File: src/rtl/apb_master.sv
// Single-transfer APB master: accepts host commands and runs one APB transfer at a time.
// Optional ACCESS wait-state timeout is compiled in with APB_MASTER_TIMEOUT_EN.
module apb_master #(
    parameter int ADDR_WIDTH     = 32,
    parameter int DATA_WIDTH     = 32,
    parameter int STRB_WIDTH     = DATA_WIDTH / 8,
    parameter int TIMEOUT_CYCLES = 16
) (
    input  logic                  PCLK,
    input  logic                  PRESET,

    input  logic                  cmd_valid,
    output logic                  cmd_ready,
    input  logic                  cmd_write,
    input  logic [ADDR_WIDTH-1:0] cmd_addr,
    input  logic [DATA_WIDTH-1:0] cmd_wdata,
    input  logic [STRB_WIDTH-1:0] cmd_strb,

    output logic                  rsp_valid,
    input  logic                  rsp_ready,
    output logic [DATA_WIDTH-1:0] rsp_rdata,
    output logic                  rsp_slverr,
    output logic                  rsp_timeout,

    output logic [ADDR_WIDTH-1:0] PADDR,
    output logic                  PSELx,
    output logic                  PENABLE,
    output logic                  PWRITE,
    output logic [DATA_WIDTH-1:0] PWDATA,
    output logic [STRB_WIDTH-1:0] PSTRB,
    input  logic                  PREADY,
    input  logic [DATA_WIDTH-1:0] PRDATA,
    input  logic                  PSLVERR
);

    // state  | meaning
    // IDLE   | cmd_ready high, waiting for a host command
    // SETUP  | APB setup phase (PSELx=1, PENABLE=0), one cycle
    // ACCESS | APB access phase, waits for PREADY (or timeout)
    // RESP   | response presented until the host takes it
    typedef enum logic [1:0] {
        IDLE   = 2'd0,
        SETUP  = 2'd1,
        ACCESS = 2'd2,
        RESP   = 2'd3
    } state_t;

    state_t                state_q, state_d;
    logic                  cmd_ready_d;
    logic                  psel_d;
    logic                  penable_d;
    logic                  pwrite_d;
    logic [ADDR_WIDTH-1:0] paddr_d;
    logic [DATA_WIDTH-1:0] pwdata_d;
    logic [STRB_WIDTH-1:0] pstrb_d;
    logic                  rsp_valid_d;
    logic [DATA_WIDTH-1:0] rsp_rdata_d;
    logic                  rsp_slverr_d;

`ifdef APB_MASTER_TIMEOUT_EN
    localparam int                CNT_W    = (TIMEOUT_CYCLES > 1) ? $clog2(TIMEOUT_CYCLES) : 1;
    localparam logic [CNT_W-1:0]  CNT_LOAD = CNT_W'(TIMEOUT_CYCLES - 1);

    // Down-counter of remaining wait cycles; terminal count zero ends the transfer.
    logic [CNT_W-1:0] tmo_cnt_q, tmo_cnt_d;
    logic             rsp_timeout_d;
`else
    logic unused_timeout_cfg;
    assign unused_timeout_cfg = (TIMEOUT_CYCLES > 0);
    assign rsp_timeout        = 1'b0;
`endif

    always_comb begin
        state_d      = state_q;
        cmd_ready_d  = cmd_ready;
        psel_d       = PSELx;
        penable_d    = PENABLE;
        pwrite_d     = PWRITE;
        paddr_d      = PADDR;
        pwdata_d     = PWDATA;
        pstrb_d      = PSTRB;
        rsp_valid_d  = rsp_valid;
        rsp_rdata_d  = rsp_rdata;
        rsp_slverr_d = rsp_slverr;
`ifdef APB_MASTER_TIMEOUT_EN
        tmo_cnt_d     = tmo_cnt_q;
        rsp_timeout_d = rsp_timeout;
`endif
        case (state_q)
            IDLE: begin
                if (cmd_valid && cmd_ready) begin
                    state_d     = SETUP;
                    cmd_ready_d = 1'b0;
                    psel_d      = 1'b1;
                    penable_d   = 1'b0;
                    paddr_d     = cmd_addr;
                    pwrite_d    = cmd_write;
                    pwdata_d    = cmd_wdata;
                    pstrb_d     = cmd_write ? cmd_strb : '0;
                end
            end
            SETUP: begin
                state_d   = ACCESS;
                penable_d = 1'b1;
`ifdef APB_MASTER_TIMEOUT_EN
                tmo_cnt_d = CNT_LOAD;
`endif
            end
            ACCESS: begin
                if (PREADY) begin
                    state_d      = RESP;
                    psel_d       = 1'b0;
                    penable_d    = 1'b0;
                    rsp_valid_d  = 1'b1;
                    rsp_slverr_d = PSLVERR;
                    rsp_rdata_d  = PWRITE ? '0 : PRDATA;
`ifdef APB_MASTER_TIMEOUT_EN
                    rsp_timeout_d = 1'b0;
                    tmo_cnt_d     = '0;
                end else if (tmo_cnt_q == '0) begin
                    state_d       = RESP;
                    psel_d        = 1'b0;
                    penable_d     = 1'b0;
                    rsp_valid_d   = 1'b1;
                    rsp_slverr_d  = 1'b1;
                    rsp_rdata_d   = '0;
                    rsp_timeout_d = 1'b1;
                    tmo_cnt_d     = '0;
                end else begin
                    tmo_cnt_d = tmo_cnt_q - CNT_W'(1);
`endif
                end
            end
            RESP: begin
                if (rsp_ready) begin
                    state_d     = IDLE;
                    rsp_valid_d = 1'b0;
                    cmd_ready_d = 1'b1;
                end
            end
            default: begin
                state_d     = IDLE;
                cmd_ready_d = 1'b1;
                psel_d      = 1'b0;
                penable_d   = 1'b0;
                rsp_valid_d = 1'b0;
            end
        endcase
    end

    always_ff @(posedge PCLK) begin
        if (PRESET) begin
            state_q    <= IDLE;
            cmd_ready  <= 1'b1;
            PSELx      <= 1'b0;
            PENABLE    <= 1'b0;
            PWRITE     <= 1'b0;
            PADDR      <= '0;
            PWDATA     <= '0;
            PSTRB      <= '0;
            rsp_valid  <= 1'b0;
            rsp_rdata  <= '0;
            rsp_slverr <= 1'b0;
`ifdef APB_MASTER_TIMEOUT_EN
            rsp_timeout <= 1'b0;
            tmo_cnt_q   <= '0;
`endif
        end else begin
            state_q    <= state_d;
            cmd_ready  <= cmd_ready_d;
            PSELx      <= psel_d;
            PENABLE    <= penable_d;
            PWRITE     <= pwrite_d;
            PADDR      <= paddr_d;
            PWDATA     <= pwdata_d;
            PSTRB      <= pstrb_d;
            rsp_valid  <= rsp_valid_d;
            rsp_rdata  <= rsp_rdata_d;
            rsp_slverr <= rsp_slverr_d;
`ifdef APB_MASTER_TIMEOUT_EN
            rsp_timeout <= rsp_timeout_d;
            tmo_cnt_q   <= tmo_cnt_d;
`endif
        end
    end

endmodule

File: config.mk
export PLATFORM = sky130hd
export DESIGN_NAME = apb_master
export DESIGN_NICKNAME = d
export VERILOG_FILES = /design/src/rtl/apb_master.sv
export SDC_FILE = /design/constraint.sdc
export NUM_CORES = 1
export LEC_CHECK = 0
export CAP_MARGIN = 20
export CORE_MARGIN = 5
export CORE_UTILIZATION = 36
export DETAILED_ROUTE_END_ITERATION = 7
export PLACE_DENSITY_LB_ADDON = 0.1
export SKIP_LAST_GASP = 1
export SYNTH_ARGS = -nofsm -noshare
export SYNTH_HDL_FRONTEND = slang
export SYNTH_SLANG_ARGS = --single-unit
File: constraint.sdc
create_clock -name PCLK -period 1.6 [get_ports PCLK]
set_input_delay 0.16 -clock PCLK [delete_from_list [all_inputs] [get_ports PCLK]]
set_output_delay 0.16 -clock PCLK [all_outputs]
set_load 0.005 [all_outputs]
## Word level (Yosys, flattened, before mapping)

Cells that the tools add are included.

| cells by class | value |
|---|---|
| equal/unequal tests | 6 |
| multiplexer cells | 16 |
| reduce and logical (&&, ||, !) cells | 13 |

Operators by type and width:

| cell | count |
|---|---|
| two-way mux 32 bit | 1 |
| AND reduction 3 bit | 5 |
| case mux 2 bit (4 select lines) | 1 |
| two-way mux 1 bit | 6 |
| two-way mux 2 bit | 3 |
| inequality test 2 bit (second input constant) | 3 |
| case mux 1 bit (2 select lines) | 3 |
| nonzero test 2 bit | 3 |
| equality test 2 bit (second input constant) | 2 |
| two-way mux 4 bit | 1 |
| AND reduction 2 bit | 2 |
| case mux 1 bit (3 select lines) | 1 |
| nonzero test 3 bit | 1 |
| equality test 2 x 1 -> 1 bit (second input constant) | 1 |
| zero test 2 bit | 1 |
| logical AND 1 bit | 1 |

| word-level totals | value |
|---|---|
| flip-flop bits (word level) | 108 |
| output and inout bits | 107 |
| word-level logic and storage cells | 46 |

## Depth between registers and ports, before layout

Gate-level depths: netlist of the first run.

| depth | value |
|---|---|
| word-level depth | 3 |
| gate-level depth with buffers | 8 |
| mapped depth without buffers | 5 |

## Least setup slack after synthesis of the first run

No wires, ideal clock.

| timing path | value |
|---|---|
| path type | register to register |
| from | reg state_q[0] |
| to | reg state_q[0] |
| setup time | 0.087 ns |
| arrival | 1.456 ns |
| required time | 1.513 ns |
| setup slack | 0.057 ns |
| stages on the path, launching flop included | 7 |
| clock period less this slack | 1.543 ns |
| cell sequence | dfxtp_1 -> inv_1 -> ha_1 -> buf_2 -> nor2b_1 -> or4_1 -> o31ai_1 |

| on the way | value |
|---|---|
| cells in the longest elaborated chain, start to end | 3 |
| elaborated cells on any way between the ends | 9 |
| classes of those cells | eq/ne: 6; mux: 1; reduce/logical: 2 |

Ends and longest elaborated chain:

| item | RTL line | source |
|---|---|---|
| from (decl) | 48 | `state_t state_q, state_d;` |
| from (signal assigned) | 169 | `state_q <= state_d;` |
| equality test 2 bit / zero test 2 bit (equally long branches) | 89 | `case (state_q)` |
| inequality test 2 bit (no source line) | n/a |  |
| AND reduction 3 bit (no source line) | n/a |  |

Parallel ways exist; a longest one is shown, timed or not.
A chain may end at the register's enable or synchronous reset.

## Worst setup path after layout of the first run

Ends and elaborated chain as after synthesis.

==> parameters.txt, run 1 <==
Parameter                              Value

Floorplan
  Placeable core area    11,300 sq um
  Effective utilization at floorplan    36.3%
  Number of standard-cell rows in the floorplan    39
  Die outline area    13,600 sq um
  DIE WIDTH    117 um
  Height of the die    117 um
  I/O Pins    214

STA
  Final Cycle Share    95.3%
  Number of endpoints with negative hold slack in the final report    0
  Final Critical Period    1530 ps
  Final Max Slew Viols    0
  Fin Setup TNS    0 ps
  Max Fclk    0.656 GHz
  Clock Skews    7.30 ps
  Finish-stage setup viols    0
  Setup repair after global routing missed its margin    false

Clock network
  Depth of the CTS H-tree    3
  TritonCTS clock tree    built
  Buffers inserted by post-CTS timing repair    0
  Total clock sinks    108
  CTS max path bufs    2
  Clock latency at the later pin of the worst-skew pair    350 ps
  Clock Pin Slew Worst Setup and Hold Paths    70 ps
  Master cell of the clock root buffer    sky130_fd_sc_hd__clkbuf_16
  Number of CTS-inserted buffers    9
  Hold-fix buffer count after cts    0

Run status
  Outcome    finished, final reports clean

Route
  Final wirelength    13.5 mm
  Starting DRT DRC Count    275
  Number of remaining DRC errors    0
  Routed wire per std cell    15.9 um
  Number of vias per cell    4.89
  Vias after detailed routing    4,135
  Detailed Routing Iterations Pass 1    4
  Detail Route Antenna Nets    0

GRT
  Vias in the first global route    3,891
  GR Layer Usage met3    7.25%
  Antenna violations before repair    0
  Global routing met1 resource utilization    20.5%
  Met2 demand-to-capacity share in global routing    30.7%
  Maximum number of pins on one net before global-route repair    59
  Peak-usage layer in the global routing report    met2
  Total grt overflow    0
  First-pass GRT wire length    19.3 mm
  Total GRT Usage    18.1%

Power
  Final total power    9080 uW
  Share of power burned in the clock network    24.6%
  Maximum vdd ir drop    0.000847 V
  Power density over the cells    1330 nW/um^2
  Share of power burned in registers    37.3%
  Static Leakage    0.00241 uW
  Cell-internal power    6280 uW
  Combinational group share of total power    38.2%
  Psw    2800 uW
  Share of total power consumed by net switching    30.8%

Setup path
  Cell chain of the critical path    buf_4 > ha_1 > nor2b_2 > or4_1 > o31ai_1
  Slowest cell on crit path    sky130_fd_sc_hd__or4_1
  CP required    1860 ps
  Top fanout value on the critical path    4
  Startpoint kind of the worst setup timing path    flop
  Worst path max stage delay    500 ps
  Category of the worst setup path capture point    flop
  Arrival time reported for the critical path endpoint    1780 ps
  Type of the worst setup path    flop to flop

Flow run
  Number of maximum-capacitance constraint violations    0

Final layout
  Fill cell total of the finished layout    1,011
  Diode count    0
  Number of nets at the end of the flow    813
  Synth-to-layout area growth    66.7%
  Final core utilization    60.5%
  Fraction of final layout cells with drive strength greater than 1    6.12%
  Final Non-Filler Cells    846

Synthesis
  Cells taking the most area after synthesis    sky130_fd_sc_hd__dfxtp_1 (53%), sky130_fd_sc_hd__nand2_1 (16%), sky130_fd_sc_hd__a21oi_1 (13%), sky130_fd_sc_hd__nand4b_1 (6.9%), sky130_fd_sc_hd__clkbuf_1 (2.2%)
  Synth area leader    sky130_fd_sc_hd__dfxtp_1
  Number of cells produced by synthesis    497
  Top flip-flop cell by instance count after synthesis    sky130_fd_sc_hd__dfxtp_1
  Synth Register Bits    108
  Post-synthesis sequential area ratio    52.9%
  Top cell type's share of synthesized area    52.9%
  Synthesized area per cell    8.22 sq um
  Count of warnings emitted by yosys    0
  Synth Cell Area    4090 sq um
  Fraction of synthesis flops using an asynchronous set or reset pin    0%
  Nets in the synthesized netlist    611
  Number of distinct library cells after synthesis    27
  Number of enable flip-flop cells after synthesis    0

Placement
  Cell count after placement    825
  Number of I/O port buffers    212
  Detailed placer's ending HPWL    9.07 mm
  Routability-driven placement congestion ratio    0.864

Hold path
  Worst Hold Class    input pin to flop
path summary, 6_finish.rpt:
check,startpoint,end,slack (ps),cells past startpoint
setup / recovery,state_q[0]$_SDFFE_PP0P_,state_q[0]$_SDFFE_PP0P_,70,5
hold / removal,PRESET,rsp_rdata[8]$_SDFFE_PP0P_,130,2
setup reg to reg,state_q[0]$_SDFFE_PP0P_,state_q[0]$_SDFFE_PP0P_,70,5
hold reg to reg,rsp_rdata[11]$_SDFFE_PP0P_,rsp_rdata[11]$_SDFFE_PP0P_,450,2
cells by family (layout without fill, tap and decap cells):
logic type | count (synthesis) | in the layout | share of synthesized area (%)
AO/OA/AOI/OAI | 113 | 113 | 14.4
adder cells (fa/ha/maj) | 7 | 7 | 2.14
buffers and inverters | 46 | 252 | 5.26
flip-flops | 108 | 108 | 52.9
multiplexers | 2 | 2 | 0.490
other | 1 | 1 | 0.0917
AND/OR/NAND/NOR | 220 | 220 | 24.7
through the flow:
step | hold WS (ps) | setup WS (ps) | cell area (sq um)
floorplan | 296 | 56.9 | 4090
global placement | 437 | 69.3 | 6380
detailed placement | 442 | 28.1 | 6380
CTS | 135 | 10.7 | 6670
global route | 138 | 5.10 | 6810
finish | 134 | 74.5 | 6810
sequential cells by signal, summed over array words and instances (netlist names):
name	count
state_q	2
PADDR	32
rsp_rdata	32
PENABLE	1
PSELx	1
PWRITE	1
rsp_slverr	1
cmd_ready	1
rsp_valid	1
PWDATA	32
PSTRB	4
repair_timing:
item	4_1_cts	5_1_grt
endpoints found under the setup margin	0	66
hold endpoints to repair	0	0
gates resized for setup	0	6
per-layer routing:
layer / wire [um] / share of wire (%)
met1: 5360 / 40
met3: 1400 / 10
met5: 0 / 0
met2: 6520 / 48
met4: 186 / 1.4
worst max-delay path: cells and delay by family (launching register included):
| family | cells | cell delay (ps) |
|---|---|---|
| adder cells (fa/ha/maj) | 1 | 210 |
| AO/OA/AOI/OAI | 1 | 80 |
| flip-flops | 1 | 320 |
| AND/OR/NAND/NOR | 2 | 680 |
| buffers and inverters | 1 | 140 |
power groups by stage:
stage | combinational (uW) | clock, uW | sequential (uW)
after CTS | 3150 | 2310 | 3380
after floorplan | 1410 | 0 | 3480
after detailed placement | 3140 | 0 | 3440
after global routing | 3800 | 2420 | 3440
after global placement | 3110 | 0 | 3420
final | 3460 | 2230 | 3380
area by class of cell:
| cell class | instances | area, sq um | area share, % |
|---|---|---|---|
| clock buffers | 11 | 243 | 3.56 |
| clock inverters | 4 | 50.0 | 0.734 |
| inverters | 4 | 15.0 | 0.220 |
| multi-input cells | 343 | 1740 | 25.5 |
| flip-flops and latches | 108 | 2160 | 31.7 |
| well taps | 143 | 179 | 2.63 |
| repair buffers | 233 | 2430 | 35.7 |
synthesized netlist by cell type (2+ instances only):
| cell type | n |
|---|---|
| sky130_fd_sc_hd__o311ai_0 | 2 |
| sky130_fd_sc_hd__nand2_1 | 174 |
| sky130_fd_sc_hd__nand4b_1 | 32 |
| sky130_fd_sc_hd__clkbuf_1 | 24 |
| sky130_fd_sc_hd__buf_4 | 3 |
| sky130_fd_sc_hd__dfxtp_1 | 108 |
| sky130_fd_sc_hd__mux2i_1 | 2 |
| sky130_fd_sc_hd__buf_6 | 2 |
| sky130_fd_sc_hd__a21oi_1 | 104 |
| sky130_fd_sc_hd__o21ai_0 | 2 |
| sky130_fd_sc_hd__inv_1 | 4 |
| sky130_fd_sc_hd__ha_1 | 7 |
| sky130_fd_sc_hd__nand3_1 | 6 |
| sky130_fd_sc_hd__nor2b_1 | 2 |
| sky130_fd_sc_hd__buf_2 | 13 |
placed cells by master (no fill, tap or decap), types with 2 or more instances in the layout:
| master | instances |
|---|---|
| sky130_fd_sc_hd__nand2_1 | 174 |
| sky130_fd_sc_hd__buf_4 | 10 |
| sky130_fd_sc_hd__buf_6 | 2 |
| sky130_fd_sc_hd__a21oi_1 | 104 |
| sky130_fd_sc_hd__ha_1 | 6 |
| sky130_fd_sc_hd__o21ai_0 | 2 |
| sky130_fd_sc_hd__nand3_1 | 5 |
| sky130_fd_sc_hd__inv_1 | 2 |
| sky130_fd_sc_hd__inv_2 | 2 |
| sky130_fd_sc_hd__dfxtp_1 | 108 |
| sky130_fd_sc_hd__clkdlybuf4s50_1 | 211 |
| sky130_fd_sc_hd__mux2i_1 | 2 |
| sky130_fd_sc_hd__clkbuf_16 | 13 |
| sky130_fd_sc_hd__o311ai_0 | 2 |
| sky130_fd_sc_hd__clkinvlp_4 | 2 |
| sky130_fd_sc_hd__buf_12 | 6 |
| sky130_fd_sc_hd__nand4b_1 | 32 |
Note: power is estimated with default switching activity, not from simulation.
==> run 2: changes to the inputs <==
- CORE_UTILIZATION: 36 -> 39
- clock period: 1.6 -> 1.55 ns (I/O delays scaled with it)
==> run 2 against run 1 <==
Compared with the run above: clock skew rose by 0.74 ps; routed wire length decreased by 3.8%; sequential power up 3%; hold slack better by 200 ps; via count fell by 0.80%; maximum frequency fell by 0.27%; global-route usage is 1.9 points higher.
==> parameters.txt, run 2 (synthesis results as in run 1) <==
Parameter                              Value

Final layout
  Number of nets at the end of the flow    809 (was 813)
  Leading registers by flop count    PADDR x32, PWDATA x32, rsp_rdata x32 (unchanged)
  Fill cell total of the finished layout    913 (was 1,011)
  Most common library cell in the layout ignoring fill and taps    sky130_fd_sc_hd__clkdlybuf4s50_1 (unchanged)
  Fraction of final layout cells with drive strength greater than 1    6.00% (was 6.12%)
  Register cell area after layout    2160 sq um (about the same)
  Final Non-Filler Cells    836 (was 846)
  Area of the multi-input gates    1740 sq um (about the same)
  Diode count    0 (unchanged)
  Commonest non-fill, non-tap cells in the layout    sky130_fd_sc_hd__clkdlybuf4s50_1 (211), sky130_fd_sc_hd__nand2_1 (174), sky130_fd_sc_hd__dfxtp_1 (106) (was sky130_fd_sc_hd__clkdlybuf4s50_1 (211), sky130_fd_sc_hd__nand2_1 (174), sky130_fd_sc_hd__dfxtp_1 (108))
  Final core utilization    64.4% (was 60.5%)
  Synth-to-layout area growth    61.8% (was 66.7%)

Power
  Psw    2680 uW (was 2800 uW)
  Cell-internal power    5860 uW (was 6280 uW)
  Maximum vdd ir drop    0.000672 V (was 0.000847 V)
  Share of power burned in registers    40.9% (was 37.3%)
  Static Leakage    0.00232 uW (was 0.00241 uW)
  Share of total power consumed by net switching    31.3% (was 30.8%)
  Share of power burned in the clock network    20.2% (was 24.6%)
  Combinational group share of total power    39.0% (was 38.2%)
  Power density over the cells    1290 nW/um^2 (was 1330 nW/um^2)

Setup path
  Top fanout value on the critical path    4 (unchanged)
  CP required    1820 ps (was 1860 ps)
  Worst path max stage delay    520 ps (was 500 ps)
  WP buf/inv    1 (unchanged)
  Category of the worst setup path capture point    flop (unchanged)
  Type of the worst setup path    flop to flop (unchanged)
  Launch point of the worst reg-to-reg path    state_q[0]$_SDFFE_PP0P_ (unchanged)
  RR Endpoint    state_q[0]$_SDFFE_PP0P_ (unchanged)
  Reg-to-reg setup timing slack    20 ps (was 70 ps)
  Cells on worst reg2reg path    5 (unchanged)
  Slowest cell on crit path    sky130_fd_sc_hd__or4_4 (was sky130_fd_sc_hd__or4_1)
  Top cell family by delay on the critical path    simple AND/OR/NAND/NOR gates (unchanged)
  Startpoint kind of the worst setup timing path    flop (unchanged)
  Cell chain of the critical path    buf_4 > ha_2 > nor2b_2 > or4_4 > o31ai_1 (was buf_4 > ha_1 > nor2b_2 > or4_1 > o31ai_1)
  Arrival time reported for the critical path endpoint    1800 ps (was 1780 ps)

STA
  Number of endpoints with negative hold slack in the final report    0 (unchanged)
  Finish-stage setup viols    0 (unchanged)
  Clock Skews    8.04 ps (was 7.30 ps)
  Final Cycle Share    98.7% (was 95.3%)
  Max Fclk    0.654 GHz (was 0.656 GHz)
  Final Max Slew Viols    0 (unchanged)
  Final Critical Period    1530 ps (about the same)
  Fin Setup TNS    0 ps (unchanged)

Route
  Starting DRT DRC Count    232 (was 275)
  Detailed Routing Iterations Pass 1    4 (unchanged)
  Routed wire per std cell    15.5 um (was 15.9 um)
  Number of vias per cell    4.91 (was 4.89)
  Vias after detailed routing    4,102 (was 4,135)
  Detail Route Antenna Nets    0 (unchanged)
  Final wirelength    12.9 mm (was 13.5 mm)
  Number of remaining DRC errors    0 (unchanged)

Placement
  Detailed placer's ending HPWL    9.22 mm (was 9.07 mm)
  Number of I/O port buffers    212 (unchanged)
  Cell count after placement    819 (was 825)
  Routability-driven placement congestion ratio    0.789 (was 0.864)

Clock network
  Clock latency at the later pin of the worst-skew pair    360 ps (was 350 ps)
  Number of CTS-inserted buffers    9 (unchanged)
  Depth of the CTS H-tree    3 (unchanged)
  Master cell of the clock root buffer    sky130_fd_sc_hd__clkbuf_8 (was sky130_fd_sc_hd__clkbuf_16)
  Buffers inserted by post-CTS timing repair    0 (unchanged)
  Total clock sinks    108 (unchanged)
  CTS max path bufs    2 (unchanged)
  Clock Pin Slew Worst Setup and Hold Paths    90 ps (was 70 ps)
  TritonCTS clock tree    built (unchanged)

Flow run
  Number of maximum-capacitance constraint violations    0 (unchanged)

GRT
  Total grt overflow    0 (unchanged)
  First-pass GRT wire length    20.8 mm (was 19.3 mm)
  Maximum number of pins on one net before global-route repair    80 (was 59)
  Total GRT Usage    20.0% (was 18.1%)
  Vias in the first global route    4,209 (was 3,891)
  Antenna violations before repair    0 (unchanged)

Floorplan
  I/O Pins    214 (unchanged)
  Effective utilization at floorplan    39.8% (was 36.3%)
  Placeable core area    10,300 sq um (was 11,300 sq um)
  Die outline area    12,600 sq um (was 13,600 sq um)
  DIE WIDTH    112 um (was 117 um)
  Number of standard-cell rows in the floorplan    37 (was 39)
  Height of the die    112 um (was 117 um)

Run status
  Outcome    finished, final reports clean (unchanged)

Hold path
  Worst Hold Endpoint    PWDATA[15]$_SDFFE_PP0P_ (was rsp_rdata[8]$_SDFFE_PP0P_)
  Worst Hold Class    input pin to flop (unchanged)
  Cell depth of the worst min-delay path    3 (was 2)
  Startpoint of the worst hold path    cmd_wdata[15] (was PRESET)
## run 2: cell count changes in the layout (fill, tap and decap cells not counted), moves of 2 or more
cell	before	now
sky130_fd_sc_hd__dfxtp_1	108	106
sky130_fd_sc_hd__clkbuf_1	1	4
sky130_fd_sc_hd__buf_6	2	0
sky130_fd_sc_hd__clkbuf_8	1	11
sky130_fd_sc_hd__clkbuf_16	13	0
sky130_fd_sc_hd__ha_2	0	3
sky130_fd_sc_hd__clkinvlp_4	2	0
sky130_fd_sc_hd__dfxtp_2	0	2
sky130_fd_sc_hd__ha_1	6	4
## run 2: worst reg2reg max path, cell delays in order (launching register included)
cell	delay, ps
sky130_fd_sc_hd__dfxtp_2	340
sky130_fd_sc_hd__buf_4	140
sky130_fd_sc_hd__ha_2	190
sky130_fd_sc_hd__nor2b_2	170
sky130_fd_sc_hd__or4_4	520
sky130_fd_sc_hd__o31ai_1	80
## run 2: power by group through the flow
stage          Sequential (uW)  Clock (uW)  Combinational (uW)
6_report                  3490        1720                3330
3_3_place_gp              3530           0                3240
2_1_floorplan             3590           0                1460
3_5_place_dp              3550           0                3300
4_1_cts                   3490        1780                3330
5_1_grt                   3550        1900                3650
## run 2: repair_timing
action,in CTS,in global routing
pin swaps,1,0
gates resized for setup,1,11
hold buffers,1,0
hold endpoints to repair,1,0
endpoints found under the setup margin,1,88
## run 2: worst max path at each step
stage / start / end / slack [ps] / cells past startpoint
global route: state_q[0]$_SDFFE_PP0P_ / state_q[0]$_SDFFE_PP0P_ / -20 / 5
global placement: cmd_valid / state_q[0]$_SDFFE_PP0P_ / 40 / 4
finish: state_q[0]$_SDFFE_PP0P_ / state_q[0]$_SDFFE_PP0P_ / 20 / 5
detailed placement: cmd_valid / state_q[0]$_SDFFE_PP0P_ / -10 / 4
floorplan: state_q[0]$_SDFFE_PP0P_ / state_q[0]$_SDFFE_PP0P_ / 7 / 6
CTS: state_q[0]$_SDFFE_PP0P_ / PSELx$_SDFFE_PP0P_ / -4 / 6
## run 2: cell type report
| cell class | instances | area share (%) |
|---|---|---|
| repair buffers | 229 | 35.3 |
| flip-flops and latches | 108 | 32.7 |
| multi-input cells | 343 | 26.3 |
| well taps | 136 | 2.57 |
| clock buffers | 15 | 2.52 |
| clock inverters | 1 | 0.454 |
| inverters | 4 | 0.227 |
## run 2: through the flow
| stage | worst slack (ps) | total power [uW] | hold slack, ps | area, sq um |
|---|---|---|---|---|
| floorplan | 6.86 | 5050 | 291 | 4090 |
| global placement | 37.4 | 6760 | 391 | 6380 |
| detailed placement | -13.6 | 6850 | 393 | 6380 |
| CTS | -3.51 | 8600 | 312 | 6590 |
| global route | -15.3 | 9100 | 319 | 6620 |
| finish | 20.4 | 8540 | 333 | 6620 |
## run 2: metal layers
layer  routed length (um)  part of all wire [%]  GRT usage, %
met3                 1170                   9.0          7.01
met1                 5130                    40          22.4
met2                 6450                    50          35.3
met4                  200                   1.5          6.97
met5                    0                     0             0
